File: src/rtl/fm_tune_ctrl_if.sv
// Host-side tuning handshake and NCO word output for the FM retune sequencer.
interface fm_tune_ctrl_if;
  logic        tune_req;
  logic [14:0] cen_freq;
  logic [31:0] fword;
  logic        fword_valid;
  logic        mute;
  logic        busy;
  logic        tune_done;
  logic        tune_err;

  modport master (
    output tune_req,
    output cen_freq,
    input  fword,
    input  fword_valid,
    input  mute,
    input  busy,
    input  tune_done,
    input  tune_err
  );

  modport slave (
    input  tune_req,
    input  cen_freq,
    output fword,
    output fword_valid,
    output mute,
    output busy,
    output tune_done,
    output tune_err
  );
endinterface

File: src/rtl/fm_tune_ctrl.sv
// Retune sequencer: kHz request -> 32-bit DDS word via serial shift-add, then mute while the
// downstream filters flush. Single-entry newest-wins pending request while busy.
module fm_tune_ctrl #(
  parameter int unsigned K_PER_KHZ   = 20649,
  parameter int unsigned MAX_KHZ     = 28000,
  parameter int unsigned SETTLE_CYC  = 2048,
  parameter int unsigned RESET_FWORD = 233332358
) (
  input  logic          clk_data,
  input  logic          rst_n,
  fm_tune_ctrl_if.slave bus
);

  localparam logic [31:0] KWord      = 32'(K_PER_KHZ);
  localparam logic [14:0] MaxKhz     = 15'(MAX_KHZ);
  localparam logic [15:0] SettleLast = 16'(SETTLE_CYC - 1);
  localparam logic [31:0] ResetFword = 32'(RESET_FWORD);

  typedef enum logic [1:0] {StIdle, StMult, StLoad, StSettle} state_e;

  state_e      state_q, state_d;

  logic [14:0] mcand_q, mcand_d;
  logic [31:0] addend_q, addend_d;
  logic [31:0] acc_q, acc_d;
  logic [3:0]  bit_cnt_q, bit_cnt_d;
  logic [15:0] settle_cnt_q, settle_cnt_d;
  logic [14:0] pend_freq_q, pend_freq_d;
  logic        pend_valid_q, pend_valid_d;

  logic [31:0] fword_q, fword_d;
  logic        fword_valid_q, fword_valid_d;
  logic        mute_q, mute_d;
  logic        busy_q, busy_d;
  logic        tune_done_q, tune_done_d;
  logic        tune_err_q, tune_err_d;

  logic        req_ok;
  logic        req_bad;
  logic        settle_last;
  logic        restart;
  logic        start;
  logic [14:0] start_freq;

  assign req_ok      = bus.tune_req && (bus.cen_freq <= MaxKhz);
  assign req_bad     = bus.tune_req && (bus.cen_freq > MaxKhz);
  assign settle_last = (state_q == StSettle) && (settle_cnt_q == SettleLast);

  // A request landing on the final settle edge is the newest one, so it beats the stored entry.
  assign restart    = settle_last && (req_ok || pend_valid_q);
  assign start      = ((state_q == StIdle) && req_ok) || restart;
  assign start_freq = req_ok ? bus.cen_freq : pend_freq_q;

  // State register
  always_ff @(posedge clk_data or negedge rst_n) begin
    if (!rst_n) begin
      state_q <= StIdle;
    end else begin
      state_q <= state_d;
    end
  end

  // Next-state logic
  always_comb begin
    state_d = state_q;
    unique case (state_q)
      StIdle:   if (req_ok) state_d = StMult;
      StMult:   if (bit_cnt_q == 4'd14) state_d = StLoad;
      StLoad:   state_d = StSettle;
      StSettle: if (settle_last) state_d = restart ? StMult : StIdle;
      default:  state_d = StIdle;
    endcase
  end

  // Datapath and output next-values
  always_comb begin
    mcand_d       = mcand_q;
    addend_d      = addend_q;
    acc_d         = acc_q;
    bit_cnt_d     = bit_cnt_q;
    settle_cnt_d  = settle_cnt_q;
    pend_freq_d   = pend_freq_q;
    pend_valid_d  = pend_valid_q;
    fword_d       = fword_q;
    fword_valid_d = 1'b0;
    tune_done_d   = 1'b0;
    tune_err_d    = req_bad;
    mute_d        = mute_q;
    busy_d        = busy_q;

    if (start) begin
      mcand_d   = start_freq;
      addend_d  = KWord;
      acc_d     = '0;
      bit_cnt_d = '0;
      mute_d    = 1'b1;
      busy_d    = 1'b1;
    end

    unique case (state_q)
      StIdle: begin
      end
      StMult: begin
        // Addend tracks K << bit_cnt, so no barrel shifter is needed.
        if (mcand_q[0]) acc_d = acc_q + addend_q;
        mcand_d   = mcand_q >> 1;
        addend_d  = addend_q << 1;
        bit_cnt_d = bit_cnt_q + 4'd1;
      end
      StLoad: begin
        fword_d       = acc_q;
        fword_valid_d = 1'b1;
        settle_cnt_d  = '0;
      end
      StSettle: begin
        settle_cnt_d = settle_cnt_q + 16'd1;
        if (settle_last) begin
          tune_done_d  = 1'b1;
          pend_valid_d = 1'b0;
          if (!restart) begin
            mute_d = 1'b0;
            busy_d = 1'b0;
          end
        end
      end
      default: begin
      end
    endcase

    if (req_ok && (state_q != StIdle) && !settle_last) begin
      pend_freq_d  = bus.cen_freq;
      pend_valid_d = 1'b1;
    end
  end

  always_ff @(posedge clk_data or negedge rst_n) begin
    if (!rst_n) begin
      mcand_q       <= '0;
      addend_q      <= '0;
      acc_q         <= '0;
      bit_cnt_q     <= '0;
      settle_cnt_q  <= '0;
      pend_freq_q   <= '0;
      pend_valid_q  <= 1'b0;
      fword_q       <= ResetFword;
      fword_valid_q <= 1'b0;
      mute_q        <= 1'b0;
      busy_q        <= 1'b0;
      tune_done_q   <= 1'b0;
      tune_err_q    <= 1'b0;
    end else begin
      mcand_q       <= mcand_d;
      addend_q      <= addend_d;
      acc_q         <= acc_d;
      bit_cnt_q     <= bit_cnt_d;
      settle_cnt_q  <= settle_cnt_d;
      pend_freq_q   <= pend_freq_d;
      pend_valid_q  <= pend_valid_d;
      fword_q       <= fword_d;
      fword_valid_q <= fword_valid_d;
      mute_q        <= mute_d;
      busy_q        <= busy_d;
      tune_done_q   <= tune_done_d;
      tune_err_q    <= tune_err_d;
    end
  end

  assign bus.fword       = fword_q;
  assign bus.fword_valid = fword_valid_q;
  assign bus.mute        = mute_q;
  assign bus.busy        = busy_q;
  assign bus.tune_done   = tune_done_q;
  assign bus.tune_err    = tune_err_q;

`ifndef SYNTHESIS
  a_busy_state : assert property (@(posedge clk_data) disable iff (!rst_n)
    busy_q == (state_q != StIdle));
  a_mute_busy : assert property (@(posedge clk_data) disable iff (!rst_n)
    mute_q == busy_q);
  a_valid_settle : assert property (@(posedge clk_data) disable iff (!rst_n)
    fword_valid_q |-> (state_q == StSettle));
`endif

endmodule

File: src/flat_wrapper.sv
// flat-port wrapper written by rule: the top's interface ports become plain ports
module fm_tune_ctrl_flat 
#(
  parameter int unsigned K_PER_KHZ   = 20649,
  parameter int unsigned MAX_KHZ     = 28000,
  parameter int unsigned SETTLE_CYC  = 2048,
  parameter int unsigned RESET_FWORD = 233332358
)
  (clk_data, rst_n, bus_tune_req, bus_cen_freq, bus_fword, bus_fword_valid, bus_mute, bus_busy, bus_tune_done, bus_tune_err);
  fm_tune_ctrl_if bus_i ();
  input  logic clk_data;
  input  logic rst_n;
  input wire logic [$bits(bus_i.tune_req)-1:0] bus_tune_req;
  input wire logic [$bits(bus_i.cen_freq)-1:0] bus_cen_freq;
  output wire logic [$bits(bus_i.fword)-1:0] bus_fword;
  output wire logic [$bits(bus_i.fword_valid)-1:0] bus_fword_valid;
  output wire logic [$bits(bus_i.mute)-1:0] bus_mute;
  output wire logic [$bits(bus_i.busy)-1:0] bus_busy;
  output wire logic [$bits(bus_i.tune_done)-1:0] bus_tune_done;
  output wire logic [$bits(bus_i.tune_err)-1:0] bus_tune_err;
  assign bus_i.tune_req = bus_tune_req;
  assign bus_i.cen_freq = bus_cen_freq;
  assign bus_fword = bus_i.fword;
  assign bus_fword_valid = bus_i.fword_valid;
  assign bus_mute = bus_i.mute;
  assign bus_busy = bus_i.busy;
  assign bus_tune_done = bus_i.tune_done;
  assign bus_tune_err = bus_i.tune_err;
  fm_tune_ctrl #(.K_PER_KHZ(K_PER_KHZ), .MAX_KHZ(MAX_KHZ), .SETTLE_CYC(SETTLE_CYC), .RESET_FWORD(RESET_FWORD)) u_core (.clk_data(clk_data), .rst_n(rst_n), .bus(bus_i));
endmodule
File: config.mk
export PLATFORM = sky130hd
export DESIGN_NAME = fm_tune_ctrl_flat
export DESIGN_NICKNAME = d
export VERILOG_FILES = /design/src/rtl/fm_tune_ctrl_if.sv /design/src/rtl/fm_tune_ctrl.sv /design/src/flat_wrapper.sv
export SDC_FILE = /design/constraint.sdc
export NUM_CORES = 1
export LEC_CHECK = 0
export ABC_CLOCK_PERIOD_IN_PS = 3500
export CORE_ASPECT_RATIO = 1.1
export CORE_UTILIZATION = 59
export DETAILED_ROUTE_END_ITERATION = 8
export PLACE_DENSITY = 0.92
export SKIP_LAST_GASP = 1
export SLEW_MARGIN = 20
export SYNTH_ARGS = -nofsm -noshare
export SYNTH_HDL_FRONTEND = slang
export SYNTH_SLANG_ARGS = --single-unit
export TNS_END_PERCENT = 20
File: constraint.sdc
create_clock -name clk_data -period 3.5 [get_ports clk_data]
set_input_delay 0.7 -clock clk_data [delete_from_list [all_inputs] [get_ports clk_data]]
set_output_delay 0.7 -clock clk_data [all_outputs]
set_load 0.01 [all_outputs]
==> results of run 1 <==
==> cells in the final DEF (no fill, tap or decap), drive strengths merged, types with 4 or more instances in the layout <==
cell type,count
o31ai,7
o211ai,4
o21ai,106
dfstp,15
clkbuf,17
clkdlybuf4s50,53
a211oi,7
buf,18
a21oi,48
mux2i,20
nor3,6
xor2,15
dfrtp,139
bufinv,4
ha,38
nand3,37
nand4,7
nor2,47
inv,22
nand2,122
a21o,12
or3,6
a31oi,5
xnor2,13
clkinvlp,4
mux2,48
nand2b,8
==> sequential cells by signal, indices dropped and copies added (netlist names), 2 cells and up <==
name                 cells
u_core.acc_q            32
u_core.addend_q         32
u_core.bus.fword        32
u_core.settle_cnt_q     16
u_core.mcand_q          15
u_core.pend_freq_q      15
u_core.bit_cnt_q         4
u_core.state_q           2
==> where the power goes <==
part / total [W] / switching, W / internal [W]
clock network: 0.00195 / 0.000754 / 0.00119
logic: 0.00305 / 0.00172 / 0.00133
registers: 0.00291 / 0.000479 / 0.00243
==> metal layers <==
layer / routed length, um / global-route usage [%] / up-vias / share of wire (%)
li1: - / - / 2981 / -
met1: 7470 / 35.4 / 3131 / 42
met2: 8970 / 46.0 / 253 / 50
met3: 838 / 4.43 / 62 / 4.7
met4: 673 / 15.0 / 0 / 3.7
met5: 0 / 0 / - / 0
==> through the flow <==
stage / hold slack, ns / cell area, um2 / worst slack, ns
2_1_floorplan: 0.404 / 8020 / 0.804
3_3_place_gp: 0.462 / 8750 / 0.225
3_5_place_dp: 0.472 / 8750 / 0.0580
4_1_cts: 0.187 / 9380 / 0.303
5_1_grt: 0.214 / 9380 / 0.147
6_report: 0.178 / 9380 / 0.365
==> final timing paths <==
| check | from | end | slack [ns] | depth (start not counted) |
|---|---|---|---|---|
| setup / recovery | u_core.acc_q[0]$_DFF_PN0_ | u_core.acc_q[24]$_DFF_PN0_ | 0.37 | 12 |
| hold / removal | rst_n | u_core.settle_cnt_q[9]$_DFFE_PN0P_ | 0.18 | 1 |
| setup reg to reg | u_core.acc_q[0]$_DFF_PN0_ | u_core.acc_q[24]$_DFF_PN0_ | 0.37 | 12 |
| hold reg to reg | u_core.settle_cnt_q[8]$_DFFE_PN0P_ | u_core.settle_cnt_q[8]$_DFFE_PN0P_ | 0.49 | 1 |
| max in group asynchronous | rst_n | u_core.bit_cnt_q[1]$_DFFE_PN0P_ | 2.53 | 2 |
| min in group clk_data | u_core.settle_cnt_q[8]$_DFFE_PN0P_ | u_core.settle_cnt_q[8]$_DFFE_PN0P_ | 0.49 | 1 |
==> cells by family (layout without fill, tap and decap cells) <==
logic type / after synthesis / after routing
muxes: 68 / 68
buffers and inverters: 58 / 121
DFF: 154 / 154
xor gates and xnor gates: 28 / 28
adders and majority gates: 39 / 39
AOI/OAI and AO/OA: 215 / 215
and+or+nand+nor: 249 / 249
==> final cells by class <==
| class | instances | area [um2] |
|---|---|---|
| clock buffers | 17 | 425 |
| clock inverters | 14 | 195 |
| fillers | 874 | 3830 |
| inverters | 19 | 71.3 |
| multi-input cells | 599 | 3920 |
| flip-flops and latches | 154 | 3870 |
| well taps | 161 | 201 |
| repair buffers | 71 | 694 |
==> results.sh, run 1 <==
export IMPL_status="complete, no violations"
export IMPL_cp_start_kind="flip-flop"
export IMPL_critPathMostFrequentCell="o31ai_1"
export IMPL_setup_viol=0
export IMPL_final_hold_viol_count=0
export IMPL_drtIter0Drc=557
export IMPL_clock_sink_count=154
export IMPL_postCtsSetupBuffers=0
export IMPL_drc=0
export IMPL_rsz0062_at_grt="no"
export IMPL_synth_area_per_cell_um2=9.89
export IMPL_cp_arrival_ns=3.41
export IMPL_synthAdderAreaFrac_pct=6.18
export IMPL_area_growth_pct=17.0
export IMPL_synth_xor_area_share_pct=3.06
export IMPL_utilization_pct=71.0
export IMPL_antenna_found_initial=0
export IMPL_grt_max_degree=93
export IMPL_worst_ir_drop_vdd_v=0.000351
export IMPL_synth_most_common_cell="dfrtp_1"
export IMPL_critical_path_peak_fanout=4
export IMPL_synth_edf_count=0
export IMPL_ys_warn_count=0
export IMPL_cts_htree_levels=4
export IMPL_yosys_area_top_type_share_pct=43.4
export IMPL_synth_compound_area_share_pct=16.0
export IMPL_finalCritPeriodShare_pct=89.6
export IMPL_diodes=0
export IMPL_vias=6427
export IMPL_die_h_um=124
export IMPL_ys_flop_type="dfrtp_1"
export IMPL_fin_tns_setup_ns=0
export IMPL_crit_chain="ha_1, inv_1, fa_1, nor2b_1, o31ai_1, a21oi_1, nor3_2, o31ai_1, a21o_1, a31oi_1, xor2_1, o21ai_0"
export IMPL_yosys_area_share_simple_pct=13.7
export IMPL_max_freq_mhz=319
export IMPL_worst_pin_slew_ns=0.860
export IMPL_clk_latency_ns=0.43
export IMPL_drt_first_pass_iters=7
export IMPL_drv_cap=0
export IMPL_place_inst=1004
export IMPL_drtAntennaViolNets=0
export IMPL_grt_first_pass_wirelength_um=30800
export IMPL_start_util_pct=60.7
export IMPL_syn_nets=868
export IMPL_crit_family="compound AO/OA/AOI/OAI gates"
export IMPL_ys_async_sr_fraction_pct=100
export IMPL_min_path_type="in -> async"
export IMPL_finalNonFillerCells=1035
export IMPL_grt_remaining_overflow=0
export IMPL_min_period_ns=3.13
export IMPL_wirelength_um=18000
export IMPL_die_width_um=113
export IMPL_total_power_w=0.00790
export IMPL_numCtsBuffers=17
export IMPL_slew_viol_final=0
export IMPL_slew_limit_headroom_pct=42.7
export IMPL_skew_ns=0.00956
export IMPL_postCtsHoldBufs=0
export IMPL_io_buffers=54
export IMPL_synth_top_family_by_area="compound AO/OA/AOI/OAI gates"
export IMPL_ys_top_cells_by_area="dfrtp_1, o21ai_0, ha_1"
export IMPL_slowest_delay_ns=0.40
export IMPL_ys_seq_elements=154
export IMPL_ys_seq_area_share_pct=48.3
export IMPL_cts_repair_resize_count=0
export IMPL_clk_path_buf_depth=2
export IMPL_post_drt_wl_per_cell_um=17.4
export IMPL_grt_total_usage_pct=28.0
export IMPL_synth_cells=811
export IMPL_cp_end_kind="flip-flop"
export IMPL_rows=44
export IMPL_cellPowerDensity_mw_per_mm2=842
export IMPL_cts_tree="yes"
export IMPL_p_leak_nw=4.19
export IMPL_crit_slowest_cell="dfrtp_1"
export IMPL_core_area_mm2=0.0132
export IMPL_critPathKind="reg -> reg"
export IMPL_ys_top_cells_by_count="dfrtp_1, nand2_1, o21ai_0"
export IMPL_via_per_inst=6.21
export IMPL_yosys_area_top_type="dfrtp_1"
export IMPL_clk_pin_slew_ns=0.06
export IMPL_dp_hpwl_um=11500
export IMPL_die_area_mm2=0.0141
export IMPL_worstPathRequired_ns=3.77
export IMPL_layout_nets=919
export IMPL_clock_root_buffer="clkbuf_16"
export IMPL_netlist_area_mm2=0.00802
export IMPL_drive_gt1_share_pct=14.6
export IMPL_grt_pass1_vias=6417
export IMPL_path_buf_inv=1
export IMPL_synth_mux_area_fraction_pct=9.65
export IMPL_ioPinCount=55
export IMPL_gp_congestion=0.880
export IMPL_yosysUniqueCellTypes=65
No activity file was read; power rests on OpenSTA's default activity.
==> run 2, diff against run 1 <==
Settings changed: ABC_CLOCK_PERIOD_IN_PS 3500 to unset, GPL_TIMING_DRIVEN set to 1.
==> results of run 2 <==
Same layout as run 1: the final DEF is identical, and so are final timing and power.
==> run 3, diff against run 2 <==
Settings changed: CORE_UTILIZATION 59 to 55, PLACE_DENSITY 0.92 to 0.73.
==> results.sh, run 3 (same netlist as run 1, synthesis figures left out) <==
export IMPL_cts_tree="yes"
export IMPL_drtAntennaViolNets=0
export IMPL_crit_chain="ha_1, inv_1, fa_1, nor2b_1, o31ai_1, a21oi_1, nor3_1, o311ai_0, a21oi_1, o21ba_2, xor2_1, o21ai_0"
export IMPL_critPathMostFrequentCell="a21oi_1"
export IMPL_worst_pin_slew_ns=1.07
export IMPL_ff_latch_area_mm2=0.00387
export IMPL_grt_max_degree=79
export IMPL_antenna_found_initial=0
export IMPL_p_leak_nw=4.19
export IMPL_postCtsHoldBufs=0
export IMPL_worst_ir_drop_vdd_v=0.000438
export IMPL_crit_slowest_cell="nor3_1"
export IMPL_rsz0062_at_grt="no"
export IMPL_drtIter0Drc=441
export IMPL_die_h_um=129
export IMPL_multi_input_area_mm2=0.00392
export IMPL_vias=6160
export IMPL_finalCritPeriodShare_pct=91.2
export IMPL_place_inst=1028
export IMPL_clk_path_buf_depth=2
export IMPL_fin_tns_setup_ns=0
export IMPL_cts_repair_resize_count=0
export IMPL_cp_arrival_ns=3.49
export IMPL_slew_limit_headroom_pct=28.2
export IMPL_cellPowerDensity_mw_per_mm2=832
export IMPL_slew_viol_final=0
export IMPL_status="complete, no violations"
export IMPL_clock_sink_count=154
export IMPL_post_drt_wl_per_cell_um=16.0
export IMPL_r2r_start="u_core.acc_q[0]$_DFF_PN0_"
export IMPL_grt_first_pass_wirelength_um=28700
export IMPL_drv_cap=0
export IMPL_rows=45
export IMPL_slowest_delay_ns=0.52
export IMPL_grt_total_usage_pct=24.6
export IMPL_ioPinCount=55
export IMPL_final_common_cell="dfrtp_1"
export IMPL_area_growth_pct=17.1
export IMPL_clk_latency_ns=0.42
export IMPL_drc=0
export IMPL_gp_congestion=0.903
export IMPL_skew_ns=0.00690
export IMPL_mostFrequentLayoutCells="dfrtp_1, nand2_1, o21ai_0"
export IMPL_grt_pass1_vias=6109
export IMPL_min_path_type="in -> async"
export IMPL_postCtsSetupBuffers=0
export IMPL_ff2ff_path_depth=12
export IMPL_crit_start="u_core.acc_q[0]$_DFF_PN0_"
export IMPL_die_area_mm2=0.0151
export IMPL_die_width_um=117
export IMPL_rrSetupSlack_ns=0.31
export IMPL_core_area_mm2=0.0140
export IMPL_io_buffers=54
export IMPL_min_period_ns=3.19
export IMPL_drt_first_pass_iters=5
export IMPL_dp_hpwl_um=11400
export IMPL_fillers=1069
export IMPL_cp_start_kind="flip-flop"
export IMPL_layout_nets=916
export IMPL_start_util_pct=57.2
export IMPL_clock_root_buffer="clkbuf_16"
export IMPL_drive_gt1_share_pct=13.9
export IMPL_critical_path_peak_fanout=4
export IMPL_worstPathRequired_ns=3.79
export IMPL_finalNonFillerCells=1060
export IMPL_cp_end_kind="flip-flop"
export IMPL_via_per_inst=5.81
export IMPL_wirelength_um=17000
export IMPL_grt_remaining_overflow=0
export IMPL_clk_pin_slew_ns=0.06
export IMPL_numCtsBuffers=17
export IMPL_diodes=0
export IMPL_cts_htree_levels=4
export IMPL_final_hold_viol_count=0
export IMPL_setup_viol=0
export IMPL_critPathKind="reg -> reg"
export IMPL_r2r_end="u_core.acc_q[22]$_DFF_PN0_"
export IMPL_max_freq_mhz=313
==> run 3: changes by cell type in the layout (fill, tap and decap cells not counted), moves of 3 or more <==
cell / previous run / this run
clkbuf_1: 0 / 4
buf_4: 15 / 12
clkbuf_8: 0 / 3
clkinvlp_4: 4 / 1
inv_6: 3 / 0
==> run 3: power breakdown <==
| part | internal (W) | leakage, nW | switching (W) |
|---|---|---|---|
| combinational | 0.00131 | 1.90 | 0.00166 |
| sequential | 0.00243 | 1.98 | 0.000469 |
| clock | 0.00125 | 0.304 | 0.000687 |
==> run 3: worst max path at each step <==
stage | end | slack [ns] | cells after the start
floorplan | u_core.pend_freq_q[10]$_DFFE_PN0P_ | 0.80 | 9
global placement | u_core.pend_freq_q[7]$_DFFE_PN0P_ | 0.18 | 9
detailed placement | u_core.state_q[0]$_DFFE_PN0P_ | 0.1 | 9
CTS | u_core.acc_q[22]$_DFF_PN0_ | 0.37 | 12
global route | u_core.acc_q[22]$_DFF_PN0_ | 0.01 | 12
finish | u_core.acc_q[22]$_DFF_PN0_ | 0.31 | 12
==> run 3: per-stage QoR <==
step	util (%)	setup slack, ns	hold slack, ns	cell area [um2]	power [W]
global placement	62.5	0.176	0.455	8770	0.00570
global route	67.0	0.0143	0.364	9390	0.00834
CTS	67.0	0.366	0.332	9390	0.00785
floorplan	-	0.804	0.404	8020	0.00494
detailed placement	62.5	0.0950	0.473	8770	0.00587
finish	67.0	0.307	0.296	9390	0.00781
==> run 3: final cells by class <==
class                      count  share of cell area, %
clock buffer                  24                   5.13
clock inverter                 8                   1.52
inverter                      19                  0.759
multi-input combinational    599                   41.7
sequential                   154                   41.2
tap                          188                   2.50
timing repair buffer          68                   7.15
==> run 3: per-layer routing <==
layer / track usage (%) / up-vias / part of all wire [%]
met3: 4.52 / 35 / 3.3
met4: 11.8 / 0 / 2.7
met5: 0 / - / 0
li1: - / 2966 / -
met1: 31.5 / 3008 / 45
met2: 40.1 / 151 / 49
==> run 3: critical path: cells and delay by family (launching register included) <==
family | cells | cell delay, ns
flops | 1 | 0.39
compound gates | 6 | 1.45
simple gates | 2 | 0.59
xor+xnor | 1 | 0.13
buf+inv | 1 | 0.07
fa+ha+maj | 2 | 0.43
